File: src/rtl/pulse_peak_det.sv
// Hysteresis pulse detector: tracks peak and width of each pulse and queues results.
// Optional macro PULSE_TS_EN adds a res_ts output with the pulse start sample index.
module pulse_peak_det #(
    parameter int DATA_W     = 32,
    parameter int CNT_W      = 16,
    parameter int FIFO_DEPTH = 2
) (
    input  logic              clk,
    input  logic              rst_n,
    input  logic [DATA_W-1:0] pulse_in,
    input  logic              pulse_vld,
    input  logic [DATA_W-1:0] thr_hi,
    input  logic [DATA_W-1:0] thr_lo,
    input  logic [CNT_W-1:0]  min_width,
    output logic [DATA_W-1:0] res_peak,
    output logic [CNT_W-1:0]  res_width,
`ifdef PULSE_TS_EN
    output logic [31:0]       res_ts,
`endif
    output logic              res_vld,
    input  logic              res_rdy,
    output logic [7:0]        drop_cnt
);

    localparam int AW = (FIFO_DEPTH > 1) ? $clog2(FIFO_DEPTH) : 1;
    localparam int CW = $clog2(FIFO_DEPTH + 1);

    typedef enum logic {IDLE, IN_PULSE} state_e;

    state_e              state_q, state_d;
    logic [DATA_W-1:0]   peak_q, peak_d;
    logic [CNT_W-1:0]    width_q, width_d;
    logic                end_pulse;
    logic                start_pulse;

    logic [DATA_W-1:0]   mem_peak_q  [FIFO_DEPTH];
    logic [CNT_W-1:0]    mem_width_q [FIFO_DEPTH];
    logic [AW-1:0]       wr_ptr_q, rd_ptr_q;
    logic [CW-1:0]       cnt_q;
    logic [7:0]          drop_q;
    logic                push, pop, full, accept, drop;

`ifdef PULSE_TS_EN
    logic [31:0]         ts_cnt_q;
    logic [31:0]         ts_start_q;
    logic [31:0]         mem_ts_q [FIFO_DEPTH];
`endif

    // Detector next state: only valid samples move the FSM or the trackers.
    always_comb begin
        state_d     = state_q;
        peak_d      = peak_q;
        width_d     = width_q;
        end_pulse   = 1'b0;
        start_pulse = 1'b0;
        if (pulse_vld) begin
            unique case (state_q)
                IDLE: begin
                    if (pulse_in >= thr_hi) begin
                        state_d     = IN_PULSE;
                        peak_d      = pulse_in;
                        width_d     = CNT_W'(1);
                        start_pulse = 1'b1;
                    end
                end
                IN_PULSE: begin
                    if (pulse_in >= thr_lo) begin
                        if (pulse_in > peak_q) peak_d = pulse_in;
                        if (width_q != '1) width_d = width_q + CNT_W'(1);
                    end else begin
                        state_d   = IDLE;
                        end_pulse = 1'b1;
                    end
                end
                default: state_d = IDLE;
            endcase
        end
    end

    // Detector state registers; reset drops any partial pulse.
    always_ff @(posedge clk or negedge rst_n) begin
        if (!rst_n) begin
            state_q <= IDLE;
            peak_q  <= '0;
            width_q <= '0;
        end else begin
            state_q <= state_d;
            peak_q  <= peak_d;
            width_q <= width_d;
        end
    end

    assign full   = (cnt_q == CW'(FIFO_DEPTH));
    assign res_vld = (cnt_q != '0);
    assign pop    = res_vld & res_rdy;
    assign push   = end_pulse && (width_q >= min_width);
    // A pop frees a slot in the same cycle, so a push into a full buffer survives.
    assign accept = push & (~full | pop);
    assign drop   = push & full & ~pop;

    // Result buffer pointers, occupancy and drop counter.
    always_ff @(posedge clk or negedge rst_n) begin
        if (!rst_n) begin
            wr_ptr_q <= '0;
            rd_ptr_q <= '0;
            cnt_q    <= '0;
            drop_q   <= '0;
        end else begin
            if (accept)
                wr_ptr_q <= (wr_ptr_q == AW'(FIFO_DEPTH - 1)) ? '0 : wr_ptr_q + AW'(1);
            if (pop)
                rd_ptr_q <= (rd_ptr_q == AW'(FIFO_DEPTH - 1)) ? '0 : rd_ptr_q + AW'(1);
            if (accept && !pop)
                cnt_q <= cnt_q + CW'(1);
            else if (pop && !accept)
                cnt_q <= cnt_q - CW'(1);
            if (drop && drop_q != 8'hFF)
                drop_q <= drop_q + 8'd1;
        end
    end

    // Result storage; cleared on reset so the outputs read zero.
    always_ff @(posedge clk or negedge rst_n) begin
        if (!rst_n) begin
            for (int i = 0; i < FIFO_DEPTH; i++) begin
                mem_peak_q[i]  <= '0;
                mem_width_q[i] <= '0;
            end
        end else if (accept) begin
            mem_peak_q[wr_ptr_q]  <= peak_q;
            mem_width_q[wr_ptr_q] <= width_q;
        end
    end

`ifdef PULSE_TS_EN
    // Valid-sample counter, pulse start capture and per-result timestamp.
    always_ff @(posedge clk or negedge rst_n) begin
        if (!rst_n) begin
            ts_cnt_q   <= '0;
            ts_start_q <= '0;
            for (int i = 0; i < FIFO_DEPTH; i++) mem_ts_q[i] <= '0;
        end else begin
            if (pulse_vld) ts_cnt_q <= ts_cnt_q + 32'd1;
            if (start_pulse) ts_start_q <= ts_cnt_q;
            if (accept) mem_ts_q[wr_ptr_q] <= ts_start_q;
        end
    end

    assign res_ts = mem_ts_q[rd_ptr_q];
`endif

    assign res_peak  = mem_peak_q[rd_ptr_q];
    assign res_width = mem_width_q[rd_ptr_q];
    assign drop_cnt  = drop_q;

endmodule

File: config.mk
export PLATFORM = sky130hd
export DESIGN_NAME = pulse_peak_det
export DESIGN_NICKNAME = d
export VERILOG_FILES = /design/src/rtl/pulse_peak_det.sv
export SDC_FILE = /design/constraint.sdc
export NUM_CORES = 1
export LEC_CHECK = 0
export CAP_MARGIN = 40
export CELL_PAD_IN_SITES_DETAIL_PLACEMENT = 0
export CELL_PAD_IN_SITES_GLOBAL_PLACEMENT = 1
export CORE_MARGIN = 3
export CORE_UTILIZATION = 30
export DETAILED_ROUTE_END_ITERATION = 16
export GPL_TIMING_DRIVEN = 1
export PLACE_DENSITY_LB_ADDON = 0.1
export SYNTH_ARGS = -nofsm -noshare
export SYNTH_HDL_FRONTEND = slang
export SYNTH_SLANG_ARGS = --single-unit
File: constraint.sdc
create_clock -name clk -period 4 [get_ports clk]
set_clock_uncertainty 0.2 [all_clocks]
set_input_delay 0.8 -clock clk [delete_from_list [all_inputs] [get_ports clk]]
set_output_delay 0.8 -clock clk [all_outputs]
set_load 0.05 [all_outputs]
==> results of run 1 <==
## path summary, 6_finish.rpt
| path | start | endpoint | slack [ns] | cells past startpoint |
|---|---|---|---|---|
| max | pulse_in[4] | mem_peak_q[23] | 0.36 | 12 |
| min | rst_n | mem_width_q[4] | 0.11 | 1 |
| max reg2reg | width_q[9] | mem_peak_q[62] | 0.84 | 11 |
| min reg2reg | cnt_q[1] | cnt_q[1] | 0.30 | 1 |
| max in group asynchronous | rst_n | peak_q[7] | 2.63 | 2 |
| min in group clk | cnt_q[1] | cnt_q[1] | 0.30 | 1 |
## synthesized netlist by cell type, types with 3 or more instances
cell type	n
buf_6	6
nor2_1	24
nor3_1	9
nand3_1	18
dfrtp_1	157
and2_1	3
inv_1	118
o22a_1	9
nand4_1	22
xnor2_1	8
nor2b_1	6
buf_4	3
nand2_1	41
buf_2	5
mux2_2	138
and3_1	4
a31oi_1	4
mux2_4	40
o21ai_0	25
a211oi_1	6
ha_1	115
a21o_1	18
or2_2	3
and4_1	4
o211ai_1	3
xor2_1	4
buf_1	6
a21oi_1	31
## flip-flops by register name, summed over array words and instances, names as in the netlist
register	cells
cnt_q	2
drop_cnt	8
mem_peak_q	64
mem_width_q	32
peak_q	32
rd_ptr_q	1
state_q	1
width_q	16
wr_ptr_q	1
## logic make-up (layout without fill, tap and decap cells)
kind of cell	Yosys count	in the layout	share of synthesized area (%)
adders and majority gates	115	115	14.68
DFF	157	157	40.08
muxes	179	179	22.08
xor gates and xnor gates	12	12	1.072
buffers and inverters	141	394	6.037
and+or+nand+nor	147	147	7.760
AOI/OAI and AO/OA	120	120	8.296
## cell type report
cell class	instances	area [um^2]	share of cell area, %
Tap cell	435	544.3	4.132
Sequential cell	157	3930	29.83
Timing Repair Buffer	244	2389	18.13
Clock buffer	17	425.4	3.229
Inverter	119	446.7	3.391
Multi-Input combinational cell	573	5288	40.14
Clock inverter	14	150.1	1.140
## cell usage in the layout (no fill, tap or decap), types with 17 or more instances in the layout
cell	n
a21oi_1	31
nor2_1	24
nand3_1	17
clkbuf_16	17
buf_4	62
o21ai_0	25
nand2_1	41
nand4_1	22
dfrtp_1	156
mux2_2	138
mux2_4	40
a21o_1	18
ha_1	115
clkdlybuf4s50_1	171
inv_1	118
## worst reg2reg max path, cell delays in order (launching register included)
cell and delay [ns]:
dfrtp_1 0.48, ha_1 0.34, a21o_1 0.17, a21o_1 0.17, a211oi_1 0.30, o2111ai_1 0.19, a31oi_1 0.22, buf_4 0.16
nor3_4 0.05, nand2b_2 0.15, buf_12 0.24, mux2_2 0.37
## routing by layer
metal,vias to the layer above,share of wire [%],track usage (%)
li1,3586,-,-
met1,3405,49,21.37
met2,115,46,24.78
met3,14,3.4,3.062
met4,0,0.96,3.053
met5,-,0,0
## power breakdown
part / switching, mW / leakage, nW / internal, mW
Clock: 0.772 / 0.278 / 0.834
Combinational: 2.15 / 4.21 / 1.93
Sequential: 0.541 / 2.01 / 2.20
Total: 3.46 / 6.50 / 4.97
## metrics by stage
stage	area (um^2)	std cells	setup TNS [ns]	util, %	hold WS (ns)
floorplan	9803	871	0	-	0.2478
global placement	12600	1528	-4.561	39.51	0.2674
detailed placement	12600	1528	-2.906	39.51	0.2790
CTS	13170	1559	0	41.32	0.1242
global route	13170	1559	0	41.32	0.1396
finish	13170	1559	0	41.32	0.1131
==> reports/qor.txt, run 1 <==
final setup margin: 0.3592 ns
synthesized area: 9803 um^2
layout cell share with drive strength beyond 1: 26.33%
WS Path Type: input port to register
die span in y: 186.8 um
Cell Rows: 65
final period utilization: 91.02%
RSZ-0062 raised after global routing: no
Core ar.: 31880 um^2
Fillers: 3166
H-tree depth: 4
CTS tree: done
register area share after synthesis: 40.08%
Post-Syn Nets: 1102
Clock Sink Count: 157
largest net degree at the start of global routing: 53
cell family with most CP delay: compound AO/OA/AOI/OAI gates
outcome: complete, no violations
pre-CTS setup slack: -0.06669 ns
first-pass GRT wire length: 42440 um
Remaining DRCs: 0
pwr dens: 640.0 nW/um^2
Avg WL per Cell: 16.81 um
FFs w/ async S/R, synth: 100.0%
maximum VDD drop: 0.4639 mV
Crit. End Element: register
Final Wtd Congestion: 0.7739
GRT Total Usage: 15.31%
max_cap viols: 0
Area Growth Syn to Fin: 34.37%
Vias/cell: 4.567
number of diodes: 0
number of global-route vias before repair: 7552
post-synth top area cell: dfrtp_1
Most used DFF post-synth: dfrtp_1
Ports: 173
HP Class: input port to async pin
initial detailed-routing violation count: 250
fin nets: 1343
Lkg Pwr: 6.500 nW
CP Max Fanout: 18
Req. time, crit path: 4.10 ns
Synth area leaders: dfrtp_1 40%, mux2_2 16%, ha_1 15%, mux2_4 6.1%, inv_1 4.5%
total setup buffers inserted after CTS: 0
Avg Inst Size Synth: 11.26 um^2
total global routing overflow: 0
WP buf/inv: 3
buffers added on ports: 172
Gate Count Post-Synth: 871
top cell type's share of synthesized area: 40.08%
Slew Limit Fails: 0
initial antenna violation count: 0
slowest cell delay on critical path: 0.50 ns
Rel. slew slack: 51.27%
CTS Buf Count: 17
count of different cell masters after synthesis: 62
endpoints failing hold: 0
via count: 7120
DRT antenna net count: 0
PostCTS Resize Cnt: 0
clock tree buffer depth: 2
Synth warnings: 0
CP startpoint kind: input port
crit-path cells: clkdlybuf4s50_1, ha_1, a211oi_1, o21ai_1, a31o_1, a211oi_2, buf_4, o2111ai_2, nor3_4, nand2_2, buf_12, mux2_4
Detailed Place HPWL: 20350 um
DIE AREA: 34880 um^2
count of endpoints failing setup in the final report: 0
Clock transition at path regs: 0.08 ns
arrival time worst endpoint: 3.74 ns
Pwr Total: 8.430 mW
Hold-fix buffers, CTS: 0
Die Wd: 186.8 um
flops & latches, synth: 157
Root Buffer: clkbuf_16
CP max-delay cell: clkdlybuf4s50_1
routed wire length: 26210 um
EDFF count, synth: 0
Achievable Freq: 274.7 MHz
Tightest Pin Transition: 0.7309 ns
Initial Util: 30.75%
fin crit period: 3.641 ns
Pre-antenna DRT Iters: 4
worst-skew pair later-pin latency: 0.43 ns
(Power assumes the default switching activity.)
==> run 2, diff against run 1 <==
--- a/config.mk
+++ b/config.mk
@@ -8,7 +8,7 @@
 export CAP_MARGIN = 40
 export CELL_PAD_IN_SITES_DETAIL_PLACEMENT = 0
 export CELL_PAD_IN_SITES_GLOBAL_PLACEMENT = 1
-export CORE_MARGIN = 3
+export CORE_MARGIN = 2
 export CORE_UTILIZATION = 30
 export DETAILED_ROUTE_END_ITERATION = 16
 export GPL_TIMING_DRIVEN = 1
==> run 2 against run 1 <==
- sequential share of layout area down 0.096 points
- register-to-register slack better by 0.11 ns
- wire length down 1.4%
- highest routed layer unchanged
- critical path type is now register to output port
- via count down 0.32%
- power down 0.17%
- critical endpoint is now res_peak[13]
- combinational power down 1%
- clock-buffer cell count up 1
- critical path depth down 9
==> reports/qor.txt, run 2 (synthesis gave the netlist of run 1 again) <==
outcome: complete, no violations
initial detailed-routing violation count: 196 (-22%)
final period utilization: 89.78% (-1.2 points)
Gate power share: 48.1% (-0.3 points)
max_cap viols: 0 (unchanged)
commonest non-fill, non-tap cell in the layout: clkdlybuf4s50_1
H-tree depth: 4 (unchanged)
FF+latch area: 3930 um^2 (unchanged)
Tightest Pin Transition: 0.7784 ns (+0.04746 ns)
WP depth: 3 (-9)
Ports: 173 (unchanged)
Die Wd: 184.8 um (-1.1%)
top flop regs: mem_peak_q: 64 flops, mem_width_q: 32 flops, peak_q: 32 flops
Pwr Total: 8.416 mW (-0.17%)
M1 GR Usage: 21.92% (+0.55 points)
endpoints failing hold: 0 (unchanged)
CP Max Fanout: 22 (+4)
CP startpoint kind: register
Rel. slew slack: 48.11% (-3.2 points)
placed cell area: 12630 um^2 (+0.29%)
clock group share of total power: 19.2% (+0.2 points)
via count: 7097 (-0.32%)
CTS tree: done
fin nets: 1344 (+0.074%)
sw frac: 40.92% (-0.16 points)
Fillers: 3124 (-1.3%)
arrival time worst endpoint: 2.59 ns (-1.15 ns)
crit-path cells: buf_4, mux2_2, clkdlybuf4s50_1
Vias/cell: 4.526 (-0.90%)
total setup buffers inserted after CTS: 0 (unchanged)
Clock transition at path regs: 0.07 ns (about the same)
PostCTS Resize Cnt: 0 (unchanged)
slowest cell delay on critical path: 0.76 ns (+0.26 ns)
multi-input logic area: 5288 um^2 (unchanged)
CTS Buf Count: 17 (unchanged)
worst-skew pair later-pin latency: 0.44 ns (about the same)
fin util: 40.82% (-0.49 points)
met3 Usage GRT: 2.615% (-0.45 points)
maximum VDD drop: 0.6189 mV (+33%)
fin crit period: 3.591 ns (-0.04953 ns)
Reg power frac: 32.8% (+0.3 points)
Detailed Place HPWL: 20330 um (about the same)
RSZ-0062 raised after global routing: no
pwr dens: 636.8 nW/um^2 (-0.49%)
Clock Sink Count: 157 (unchanged)
Pre-antenna DRT Iters: 4 (unchanged)
die span in y: 184.8 um (-1.1%)
Avg WL per Cell: 16.48 um (-2.0%)
number of diodes: 0 (unchanged)
Top reg by flops: mem_peak_q
Internal Power: 4.972 mW (+0.11%)
buffers added on ports: 172 (unchanged)
Area Growth Syn to Fin: 34.81%
HP Class: input port to async pin
fraction of met2 tracks used by global routing: 25.93% (+1.2 points)
design area: 13220 um^2 (+0.32%)
Req. time, crit path: 3.00 ns (-1.10 ns)
initial antenna violation count: 0 (unchanged)
layout cell share with drive strength beyond 1: 26.47% (+0.13 points)
count of endpoints failing setup in the final report: 0 (unchanged)
Hold-fix buffers, CTS: 0 (unchanged)
DRT antenna net count: 0 (unchanged)
clock tree buffer depth: 2 (unchanged)
Slew Limit Fails: 0 (unchanged)
TNS Setup: 0 ns (unchanged)
largest net degree at the start of global routing: 48 (-9.4%)
total global routing overflow: 0 (unchanged)
Achievable Freq: 278.5 MHz (+1.4%)
Final Wtd Congestion: 0.7687 (-0.67%)
Core ar.: 32370 um^2 (+1.5%)
WS Path Type: register to output port
cell family with most CP delay: buffers and inverters
CP max-delay cell: dfrtp_2
Initial Util: 30.28% (-0.47 points)
Lkg Pwr: 6.518 nW (+0.28%)
first-pass GRT wire length: 41370 um (-2.5%)
DIE AREA: 34140 um^2 (-2.1%)
Root Buffer: clkbuf_16
max reg flops: 64 (unchanged)
routed wire length: 25840 um (-1.4%)
GRT Total Usage: 15.85% (+0.55 points)
Register-to-Register Path Depth: 11 (unchanged)
WP buf/inv: 2 (-1)
Top Usage Layer GRT: met2
NetSw: 3.444 mW (-0.56%)
Crit. End Element: output port
Cell Rows: 66 (+1.5%)
number of global-route vias before repair: 7389 (-2.2%)
most frequent cells in the layout: 171 x clkdlybuf4s50_1, 156 x dfrtp_1, 138 x mux2_2, 118 x inv_1, 115 x ha_1
Remaining DRCs: 0 (unchanged)
==> run 2: worst paths after layout <==
kind,startpoint,endpoint,slack (ns)
worst max-delay path,rd_ptr_q,res_peak[13],0.41
max in group asynchronous,rst_n,mem_peak_q[49],2.66
worst max register to register,width_q[7],mem_width_q[31],0.95
min in group clk,cnt_q[1],cnt_q[1],0.29
worst min-delay path,rst_n,mem_width_q[3],0.08
worst min register to register,cnt_q[1],cnt_q[1],0.29
==> run 2: per-stage QoR <==
stage	cells	hold slack (ns)	setup slack (ns)
6_report	1568	0.08140	0.4087
5_1_grt	1568	0.08858	0.2817
4_1_cts	1568	0.07635	0.3480
3_5_place_dp	1536	0.2772	-0.04423
3_3_place_gp	1535	0.2650	-0.02391
2_1_floorplan	871	0.2478	0.7098
==> run 2: routing by layer <==
metal / wire [um] / part of all wire [%]
met4: 150 / 0.58
met3: 757 / 2.9
met1: 12670 / 49
met5: 0 / 0
met2: 12260 / 47
==> run 2: cell type report <==
cell class	count	area share, %
sequential	157	29.74
inverter	119	3.380
clock inverter	14	1.079
timing repair buffer	245	18.28
multi-input combinational	573	40.01
clock buffer	18	3.323
tap	442	4.185
==> run 2: power groups by stage <==
| stage | clock network, mW | logic (mW) | registers [mW] |
|---|---|---|---|
| finish | 1.61 | 4.04 | 2.76 |
| detailed placement | 0 | 4.10 | 2.79 |
| CTS | 1.67 | 4.12 | 2.77 |
| global route | 1.75 | 4.37 | 2.87 |
| global placement | 0 | 4.08 | 2.78 |
| floorplan | 0 | 2.86 | 2.56 |
==> run 3, diff against run 2 <==
--- a/config.mk
+++ b/config.mk
@@ -10,6 +10,7 @@
 export CELL_PAD_IN_SITES_GLOBAL_PLACEMENT = 1
 export CORE_MARGIN = 2
 export CORE_UTILIZATION = 30
+export CTS_CLUSTER_DIAMETER = 150
 export DETAILED_ROUTE_END_ITERATION = 16
 export GPL_TIMING_DRIVEN = 1
 export PLACE_DENSITY_LB_ADDON = 0.1
==> results of run 3 <==
Final layout, timing and power as in run 2 (identical DEF).
